--- src/rtl/add_float64_sigs.sv ---
// rtl/add_float64_sigs.sv - same-sign binary64 significand add behind an ap_ctrl_hs handshake
// Operands are captured on accept; ALIGN, ADD and ROUND each take one cycle before the DONE pulse.
module add_float64_sigs (
  input  logic        ap_clk,
  input  logic        ap_rst,
  input  logic        ap_start,
  output logic        ap_done,
  output logic        ap_idle,
  output logic        ap_ready,
  input  logic [63:0] a,
  input  logic [63:0] b,
  input  logic        zSign,
  output logic [63:0] ap_return
);
  localparam logic [63:0] IMPLICIT_BIT = 64'h2000000000000000;

  typedef enum logic [4:0] {
    IDLE  = 5'b00001,
    ALIGN = 5'b00010,
    ADD   = 5'b00100,
    ROUND = 5'b01000,
    DONE  = 5'b10000
  } state_t;

  state_t      state;
  logic [63:0] a_q, b_q;
  logic        z_sign_q;
  logic        bypass_q, skip_add_q;
  logic [63:0] bypass_val_q, big_sig_q, small_sig_q, z_sig_q;
  logic [12:0] z_exp_q;

  function automatic logic [63:0] special_result(input logic [63:0] x, input logic [63:0] y);
    logic x_nan, y_nan;
    x_nan = (x[62:52] == 11'h7FF) && (x[51:0] != 52'h0);
    y_nan = (y[62:52] == 11'h7FF) && (y[51:0] != 52'h0);
    if (x_nan)                     return x | 64'h0008000000000000;
    else if (y_nan)                return y | 64'h0008000000000000;
    else if (x[62:52] == 11'h7FF)  return x;
    else                           return y;
  endfunction

  // Sticky right shift: anything shifted out is OR-ed into bit 0.
  function automatic logic [63:0] shift_right_jam(input logic [63:0] sig, input logic [11:0] count);
    logic [63:0] lost_mask;
    if (count == 12'd0)  return sig;
    if (count >= 12'd64) return {63'b0, |sig};
    lost_mask = ~(~64'h0 << count[5:0]);
    return (sig >> count[5:0]) | {63'b0, |(sig & lost_mask)};
  endfunction

  logic [10:0] a_exp, b_exp, big_exp, small_exp;
  logic [63:0] a_sig, b_sig, big_sig_raw, small_sig_raw;
  logic [11:0] exp_diff, exp_diff_abs, shift_count;
  logic        a_is_big;

  assign a_exp        = a_q[62:52];
  assign b_exp        = b_q[62:52];
  assign a_sig        = {3'b0, a_q[51:0], 9'b0};
  assign b_sig        = {3'b0, b_q[51:0], 9'b0};
  assign exp_diff     = {1'b0, a_exp} - {1'b0, b_exp};
  assign a_is_big     = !exp_diff[11];
  assign exp_diff_abs = exp_diff[11] ? (12'd0 - exp_diff) : exp_diff;
  assign big_exp       = a_is_big ? a_exp : b_exp;
  assign small_exp     = a_is_big ? b_exp : a_exp;
  assign big_sig_raw   = a_is_big ? a_sig : b_sig;
  assign small_sig_raw = a_is_big ? b_sig : a_sig;
  assign shift_count   = exp_diff_abs - {11'b0, small_exp == 11'h0};

  logic        al_bypass, al_skip_add;
  logic [63:0] al_bypass_val, al_small_sig, al_zsig;
  logic [12:0] al_zexp;

  always_comb begin
    al_bypass     = 1'b0;
    al_skip_add   = 1'b0;
    al_bypass_val = 64'h0;
    al_small_sig  = 64'h0;
    al_zsig       = 64'h0;
    al_zexp       = {2'b0, big_exp};
    if (exp_diff == 12'd0) begin
      if (a_exp == 11'h7FF) begin
        al_bypass     = 1'b1;
        al_bypass_val = special_result(a_q, b_q);
      end else if (a_exp == 11'h0) begin
        // Subnormal pair: a carry out of the fraction lands in the exponent field on its own.
        al_bypass     = 1'b1;
        al_bypass_val = {z_sign_q, 63'b0} + ((a_sig + b_sig) >> 9);
      end else begin
        al_skip_add = 1'b1;
        al_zsig     = 64'h4000000000000000 + a_sig + b_sig;
      end
    end else if (big_exp == 11'h7FF) begin
      al_bypass     = 1'b1;
      al_bypass_val = special_result(a_q, b_q);
    end else begin
      al_small_sig = shift_right_jam((small_exp == 11'h0) ? small_sig_raw
                                                          : (small_sig_raw | IMPLICIT_BIT),
                                     shift_count);
    end
  end

  logic [63:0] add_sum, add_zsig;
  logic [12:0] add_zexp;

  assign add_sum  = (big_sig_q | IMPLICIT_BIT) + small_sig_q;
  assign add_zsig = add_sum[62] ? add_sum : (add_sum << 1);
  assign add_zexp = add_sum[62] ? z_exp_q : (z_exp_q - 13'd1);

  logic [63:0] rnd_inc, rnd_sig, rnd_result;
  logic [12:0] rnd_exp;
  logic        rnd_overflow;

  assign rnd_inc      = z_sig_q + 64'h200;
  assign rnd_overflow = (z_exp_q > 13'h7FD) || ((z_exp_q == 13'h7FD) && rnd_inc[63]);
  assign rnd_sig      = (rnd_inc >> 10) & ~{63'b0, z_sig_q[9:0] == 10'h200};
  assign rnd_exp      = (rnd_sig == 64'h0) ? 13'h0 : z_exp_q;

  always_comb begin
    rnd_result = 64'h0;
    if (bypass_q)          rnd_result = bypass_val_q;
    else if (rnd_overflow) rnd_result = {z_sign_q, 11'h7FF, 52'h0};
    else                   rnd_result = {z_sign_q, 63'b0} + {rnd_exp[11:0], 52'h0} + rnd_sig;
  end

  assign ap_idle  = (state == IDLE) && !ap_start;
  assign ap_ready = ap_done;

  always_ff @(posedge ap_clk) begin
    if (ap_rst) begin
      state     <= IDLE;
      ap_done   <= 1'b0;
      ap_return <= 64'h0;
    end else begin
      ap_done <= 1'b0;
      unique case (state)
        IDLE: if (ap_start) begin
          a_q      <= a;
          b_q      <= b;
          z_sign_q <= zSign;
          state    <= ALIGN;
        end
        ALIGN: begin
          bypass_q     <= al_bypass;
          bypass_val_q <= al_bypass_val;
          skip_add_q   <= al_skip_add;
          big_sig_q    <= big_sig_raw;
          small_sig_q  <= al_small_sig;
          z_sig_q      <= al_zsig;
          z_exp_q      <= al_zexp;
          state        <= ADD;
        end
        ADD: begin
          if (!bypass_q && !skip_add_q) begin
            z_sig_q <= add_zsig;
            z_exp_q <= add_zexp;
          end
          state <= ROUND;
        end
        ROUND: begin
          ap_return <= rnd_result;
          ap_done   <= 1'b1;
          state     <= DONE;
        end
        DONE:    state <= IDLE;
        default: state <= IDLE;
      endcase
    end
  end
endmodule

--- config.mk ---
export PLATFORM = sky130hd
export DESIGN_NAME = add_float64_sigs
export DESIGN_NICKNAME = d
export VERILOG_FILES = /design/src/rtl/add_float64_sigs.sv
export SDC_FILE = /design/constraint.sdc
export NUM_CORES = 1
export LEC_CHECK = 0
export CAP_MARGIN = 15
export CELL_PAD_IN_SITES_DETAIL_PLACEMENT = 2
export CELL_PAD_IN_SITES_GLOBAL_PLACEMENT = 2
export CORE_MARGIN = 4
export CORE_UTILIZATION = 33
export DETAILED_ROUTE_END_ITERATION = 7
export HOLD_SLACK_MARGIN = 0.06
export PLACE_DENSITY_LB_ADDON = 0.05
export SLEW_MARGIN = 20
export SYNTH_ARGS = -nofsm -noshare
export SYNTH_HDL_FRONTEND = slang
export SYNTH_SLANG_ARGS = --single-unit
export TNS_END_PERCENT = 30
--- constraint.sdc ---
create_clock -name ap_clk -period 14.7 [get_ports ap_clk]
set_input_delay 3.675 -clock ap_clk [delete_from_list [all_inputs] [get_ports ap_clk]]
set_output_delay 3.675 -clock ap_clk [all_outputs]
set_load 0.02 [all_outputs]
* After elaboration in Yosys (flattened, before gate mapping) *
Cells that the tools add are included.

operators by class
  add/sub/neg operators = 12
  magnitude comparators = 2
  eq/ne operators = 12
  shift operators = 2
  multiplexer cells = 46
  bitwise gates (word level) = 7
  reductions and logical operators = 25

operators by type and width
  kind                                                                 number
  64-bit two-way mux                                                   20
  64-bit adder                                                         3
  64-bit one-hot mux with 2 select lines                               1
  64-bit OR reduction                                                  2
  61-bit two-way mux                                                   2
  52-bit nonzero test                                                  2
  63-bit by 61-bit adder with 64-bit output, first input constant      1
  64-bit by 10-bit adder with 64-bit output, second input constant     1
  64-bit by 53-bit adder with 64-bit output                            1
  64-bit by 61-bit adder with 64-bit output                            1
  54-bit by 64-bit AND with 64-bit output                              1
  62-bit by 64-bit AND with 64-bit output                              1
  64-bit logical NOT                                                   1
  1-bit inverter with 64-bit output                                    1
  64-bit inverter                                                      1
  64-bit by 1-bit bitwise OR with 64-bit output                        1
  64-bit by 6-bit left shift with 64-bit output, first input constant  1
  62-bit by 6-bit right shift with 64-bit output                       1
  61-bit by 61-bit adder with 62-bit output                            1
  62-bit two-way mux                                                   1
  11-bit equality test, second input constant                          3
  13-bit two-way mux                                                   2
  13-bit one-hot mux with 2 select lines                               1
  12-bit logical NOT                                                   2
  28 further kinds                                                     54

storage, ports and cells
  register bits after elaboration = 470
  word-level logic and storage cells = 119

* Depth between registers and ports, before layout *
Gate-level depths: netlist (run 1).

  depth after elaboration = 13
  gate-level depth with buffers = 30
  mapped depth without buffers = 20

* Worst setup path after synthesis (run 1) *
No wires, ideal clock.

  kind = input to register
  from = input ap_rst
  to = register a_q[0], enable pin
  arrival time = 13.425 ns
  setup slack = 0.473 ns
  cell stages on the path = 3
  buffers on the path = 2
  cells stage by stage = clkbuf_1 -> clkbuf_1 -> nor3b_1

on the way
  cells in the longest elaborated chain, start to end = 2

RTL lines
  what                           line  text
  from (decl)                    5     input logic ap_rst,
  1-bit inverter (no line)       n/a
  3-bit AND reduction (no line)  n/a
  to (signal assigned)           137   a_q <= a;
  to (decl)                      26    logic [63:0] a_q, b_q;

Every way passes these cells.
A chain may end at the register's enable or synchronous reset.

* Worst setup path after layout (run 1) *
  from = input ap_start
  to = output ap_idle

on the way
  cells in the longest elaborated chain, start to end = 2

RTL lines
  what               line  text
  from (decl)        6     input logic ap_start,
  1-bit logical NOT  125   assign ap_idle = (state == IDLE) && !ap_start;
  1-bit logical AND  125
  to (decl)          8     output logic ap_idle,

Every way passes these cells.

==> flow_summary.toml, run 1 <==
[logic_synthesis]
syn_nets = 3746
synth_cell_types = 102
synth-edff-count = 385
syn_area_um2 = 32700
synth-compound-area-share_pct = 18.3
synth_top_area_share_pct = 35.3
yosys.area_share.simple_pct = 16.5
synthMuxAreaShare_pct = 11.4
ys_seq_area_share_pct = 39.6
synth_top_family_by_area = "compound AO/OA/AOI/OAI gates"
synthAdderAreaFrac_pct = 4.94
synthXorXnorAreaFrac_pct = 5.38
yosysWarnings = 0
synthArstFlopShare_pct = 0
synth_top_area_cell = "edfxtp_1"
synth_ff_type = "edfxtp_1"
synthCells = 3487
synth_area_leaders = "edfxtp_1 35%, mux2i_1 8.7%, nand2_1 5.3%, ha_1 4.7%, dfxtp_1 4.3%"
syn_area_per_cell_um2 = 9.39
synth-seq-cells = 455

[finish]
instances_no_fill = 4930
stdcell_area_um2 = 38100
finish.utilization_pct = 38.7
area_growth_syn_to_layout_pct = 16.3
final_common_cell = "nand2_1"
layout_common_cells = "464 x nand2_1, 385 x edfxtp_1, 282 x mux2i_1"
multi_input_area_um2 = 18700
fill_cells = 10700
seqCellArea_um2 = 13000
drive_gt1_share_pct = 7.69
nets = 3854

[cts]
post-cts-setup-buffers = 0
clock-sinks = 455
cts-resized-gates = 0
cts_buffer_depth = 3
clock_latency_ps = 660
cts_inserted_buffers = 57
htree_levels = 2
clk_pin_slew_ps = 60
cts_tree = "built"
clock_tree.root_cell = "clkbuf_16"
ctsHoldBuffers = 0

[grt]
overflow = 0
grt_util_all_layers_pct = 29.2
grt_pass1_wl_um = 225000
grt_max_degree = 90
grt_pass1_vias = 31500
grt_antenna_before_repair = 6

[power]
power_mw = 4.17
clockPowerShare_pct = 36.0
switching_power_mw = 1.45
power_density_nw_per_um2 = 109
power_frac_comb_pct = 28.2
peakVddDrop_mv = 0.116
switching_share_pct = 34.8
internal_power_mw = 2.72
seqPwrFrac_pct = 35.8
p_leak_nw = 14.1

[timing]
maxSlewHeadroom_pct = 22.1
drv_slew = 0
setup_ws_ps = 6030
tightest_slew_ps = 1140
hold_viol_final = 0
rsz0062_at_grt = "no"
min_period_ps = 8670
setup_viol = 0
post-route-period-util_pct = 59.0
fmax_mhz = 115
skew_ps = 38.5
setup-tns-final_ps = 0
worst_hold_slack_ps = 445

[floorplan]
die_width_um = 323
die_y_um = 323
fp.dieArea_um2 = 104000
num_rows = 115
num_io_pins = 199
core-area_um2 = 98400
start_util_pct = 33.3

[route]
drc_errors = 0
avgRoutedWirePerCell_um = 31.7
ant_nets = 0
totalWireLength_um = 156000
vias = 30000
drt_pass1_iterations = 5
drt_iter0_markers = 2558
vias_per_cell = 6.09

[worst_setup_path]
crit_path_top_delay_cell = "clkdlybuf4s50_1"
cp-start-kind = "input port"
cp_max_fo = 3
required_ps = 11020
slowest_delay_ps = 660
critPathBufInv = 2
cp_cell_sequence = "clkdlybuf4s50_1, nor2_1, clkdlybuf4s50_1"
setup.worst_path.class = "in2out"
arrival_ps = 4990
crit_top_cell = "clkdlybuf4s50_1"
end_kind = "output port"
cp_top_family = "buffers and inverters"

[place]
gp_congestion = 0.947
dp_hpwl_um = 119000
portBuffers = 198
placed_area_um2 = 36100
place_ws_ps = 6050
dp.cells = 4823

[flow_run]
drv_cap = 0

[hold_path]
worst_hold_path_type = "reg2reg"

[run_status]
status = "finished, final reports clean"
## metal layers
metal  wire length (um)  track usage, %  share of wire (%)  up-vias
met4               4840            8.64                3.1        2
met1              72700            41.6                 47    15500
met5                 13               0             0.0083        -
met3               8410            3.49                5.4      207
li1                   -               -                  -    13400
met2              70100            46.7                 45      908
## sequential cells by signal, summed over array words and instances, names as in the netlist
| name | count |
|---|---|
| small_sig_q | 62 |
| bypass_q | 1 |
| z_exp_q | 13 |
| bypass_val_q | 64 |
| skip_add_q | 1 |
| z_sig_q | 63 |
| ap_return | 64 |
| state | 5 |
| z_sign_q | 1 |
| b_q | 64 |
| ap_done | 1 |
| a_q | 64 |
| big_sig_q | 52 |
## cell type report
cell class / count / share of cell area, %
multi-input combinational: 2720 / 49.0
sequential: 455 / 34.0
tap: 1287 / 4.23
clock inverter: 39 / 1.19
timing repair buffer: 280 / 6.81
antenna: 1 / 0.00657
clock buffer: 67 / 3.96
inverter: 81 / 0.798
## synthesized netlist by cell type, types with 35 or more instances
| library cell | count |
|---|---|
| o22ai_1 | 107 |
| edfxtp_1 | 385 |
| a21oi_1 | 178 |
| clkbuf_1 | 148 |
| nor4_1 | 46 |
| mux2i_1 | 284 |
| ha_1 | 123 |
| o21ai_0 | 165 |
| a31oi_1 | 39 |
| o31ai_1 | 50 |
| nand3_1 | 79 |
| buf_2 | 45 |
| a21o_1 | 62 |
| xnor2_1 | 117 |
| nor3_1 | 110 |
| nor2_1 | 234 |
| and3_1 | 35 |
| nand2_1 | 465 |
| xor2_1 | 84 |
| inv_1 | 79 |
| dfxtp_1 | 70 |
| nand4_1 | 62 |
## logic make-up after synthesis
group           count (synthesis)
mux                           332
simple gates                 1158
buf+inv                       312
xor+xnor                      201
flops                         455
compound gates                902
fa+ha+maj                     127
## power by group through the flow
stage                     sequential (mW)  clock, mW  combinational, mW
after detailed placement             1.52          0               1.15
after global routing                 1.49       1.59               1.24
after global placement               1.52          0               1.13
final                                1.49       1.50               1.18
after floorplan                      1.49          0              0.736
after CTS                            1.49       1.54               1.16
## worst register-to-register path: stages, from the launching register on
cell and delay (ps):
edfxtp_1 470, ha_1 580, o21a_1 250, o21ai_4 100, a21oi_4 340, or2_4 200, a21o_1 460, inv_1 130
ha_1 300, buf_4 270, inv_2 400, buf_4 620, nand2_1 330, nor2_1 600, o211ai_1 220, a221oi_1 260
nor2_1 70, o41ai_1 630, a31o_1 310, a31oi_1 130
## final timing paths
| check | cells after the start | end | start | slack [ps] |
|---|---|---|---|---|
| hold reg to reg | 2 | ap_return[54] | ap_return[54] | 450 |
| hold / removal | 2 | ap_return[54] | ap_return[54] | 450 |
| setup reg to reg | 19 | small_sig_q[0] | a_q[55] | 7770 |
| setup / recovery | 3 | ap_idle | ap_start | 6030 |
No activity file was read; power rests on OpenSTA's default activity.
==> run 2, diff against run 1 <==
Clock period 14.7 ns to 7.6 ns, I/O delays scaled along.
==> flow_summary.toml, run 2 (synthesis results as in run 1) <==
[finish]
final_common_cell = "nand2_1"
layout_common_cells = "464 x nand2_1, 385 x edfxtp_1, 284 x mux2i_1"
nets = 3882
stdcell_area_um2 = 38300
area_growth_syn_to_layout_pct = 17.0
drive_gt1_share_pct = 8.37
multi_input_area_um2 = 18600
seqCellArea_um2 = 13000
fill_cells = 10700

[grt]
grt_pass1_wl_um = 232000
grt_pass1_vias = 31700
grt_max_degree = 130
grt_antenna_before_repair = 8
grt_util_all_layers_pct = 30.2
overflow = 0

[cts]
cts_tree = "built"
cts_inserted_buffers = 56
cts_buffer_depth = 3
ctsHoldBuffers = 0
clk_pin_slew_ps = 80
cts-resized-gates = 0
post-cts-setup-buffers = 0
clock_latency_ps = 670
htree_levels = 2
clock-sinks = 455
clock_tree.root_cell = "clkbuf_16"

[power]
p_leak_nw = 14.3
peakVddDrop_mv = 0.233
power_density_nw_per_um2 = 211

[route]
drc_errors = 0
m1WireLength_um = 74400
drt_iter0_markers = 2910
highest_layer = "met4"
met2_length_um = 72500
avgRoutedWirePerCell_um = 32.5
ant_nets = 0
drt_pass1_iterations = 6
totalWireLength_um = 161000
met3_length_um = 9630
vias_per_cell = 6.14
vias = 30500

[floorplan]
die_width_um = 323
num_io_pins = 199
core-area_um2 = 98400
num_rows = 115
fp.dieArea_um2 = 104000
start_util_pct = 33.3
die_y_um = 323

[worst_setup_path]
end_kind = "flop"
crit_path_top_delay_cell = "a22o_2"
worst-r2r-cell-count = 18
cp-start-kind = "flop"
slowest_delay_ps = 790
arrival_ps = 6900
cp_max_fo = 31
r2r-start = "a_q[60]"
setup.worst_path.class = "reg2reg"
reg2reg_to = "small_sig_q[31]"
r2r_setup_slack_ps = 1180
cp_cell_sequence = "ha_1, and4_1, o2111ai_1, a21oi_4, or2_4, a21o_1, inv_1, nor2_1, ha_2, xor2_1, nor2_1, a22o_2, buf_4, mux4_2, mux2i_1, mux2i_1, mux2_2, o22ai_1"
required_ps = 8080

[timing]
skew_ps = 45.5
post-route-period-util_pct = 84.5
min_period_ps = 6420
setup_ws_ps = 1180
rsz0062_at_grt = "no"
tightest_slew_ps = 1120
hold_viol_final = 0
setup_viol = 0
fmax_mhz = 156
drv_slew = 0
maxSlewHeadroom_pct = 22.9

[place]
place_ws_ps = 1290
placed_area_um2 = 36400
dp_hpwl_um = 124000
portBuffers = 198
gp_congestion = 0.948

[run_status]
status = "finished, final reports clean"

[hold_path]
holdPathEnd = "ap_return[58]"
min_from = "ap_return[58]"
worst_hold_path_type = "reg2reg"
holdPathStages = 2

[flow_run]
drv_cap = 0
## run 2: final cells by class
cell class              count  area share (%)
inverters                  81           0.793
diodes                      3          0.0196
repair buffers            309            7.46
well taps                1287            4.20
clock inverters            34           0.970
multi-input cells        2720            48.7
flip-flops and latches    455            33.8
clock buffers              70            4.08
## run 2: worst max-delay path by stage
stage	startpoint	end	slack, ps	cells after the start
floorplan	ap_rst	big_sig_q[10]	-50	4
global placement	b_q[53]	small_sig_q[31]	1440	18
detailed placement	a_q[60]	small_sig_q[31]	1290	17
CTS	a_q[60]	small_sig_q[31]	1260	17
global route	a_q[60]	small_sig_q[18]	820	20
finish	a_q[60]	small_sig_q[31]	1180	18
## run 2: metal layers
layer | GRT usage, % | up-vias
met1 | 43.6 | 15800
li1 | - | 13500
met2 | 47.9 | 1031
met3 | 3.48 | 199
met5 | 0 | -
met4 | 8.76 | 0
## run 2: report_power, final
part | internal, mW | switching (mW)
Clock | 1.67 | 1.21
Combinational | 0.794 | 1.51
Sequential | 2.77 | 0.112
## run 2: critical path: cells and delay by family, from the launching register on
family | cells | cell delay, ps
and+or+nand+nor | 4 | 1110
DFF | 1 | 460
AOI/OAI and AO/OA | 5 | 1890
buffers and inverters | 2 | 500
adders and majority gates | 2 | 650
xor gates and xnor gates | 1 | 130
muxes | 4 | 1460
## run 2: through the flow
step	cells	setup TNS [ps]	utilization (%)	hold slack, ps	total power [mW]
finish	4959	0	38.9	453	8.07
global route	4956	0	38.9	490	8.38
CTS	4956	0	38.9	458	8.10
detailed placement	4852	0	37.0	450	5.19
global placement	4852	0	37.0	432	5.15
floorplan	3487	-8700	-	484	4.29
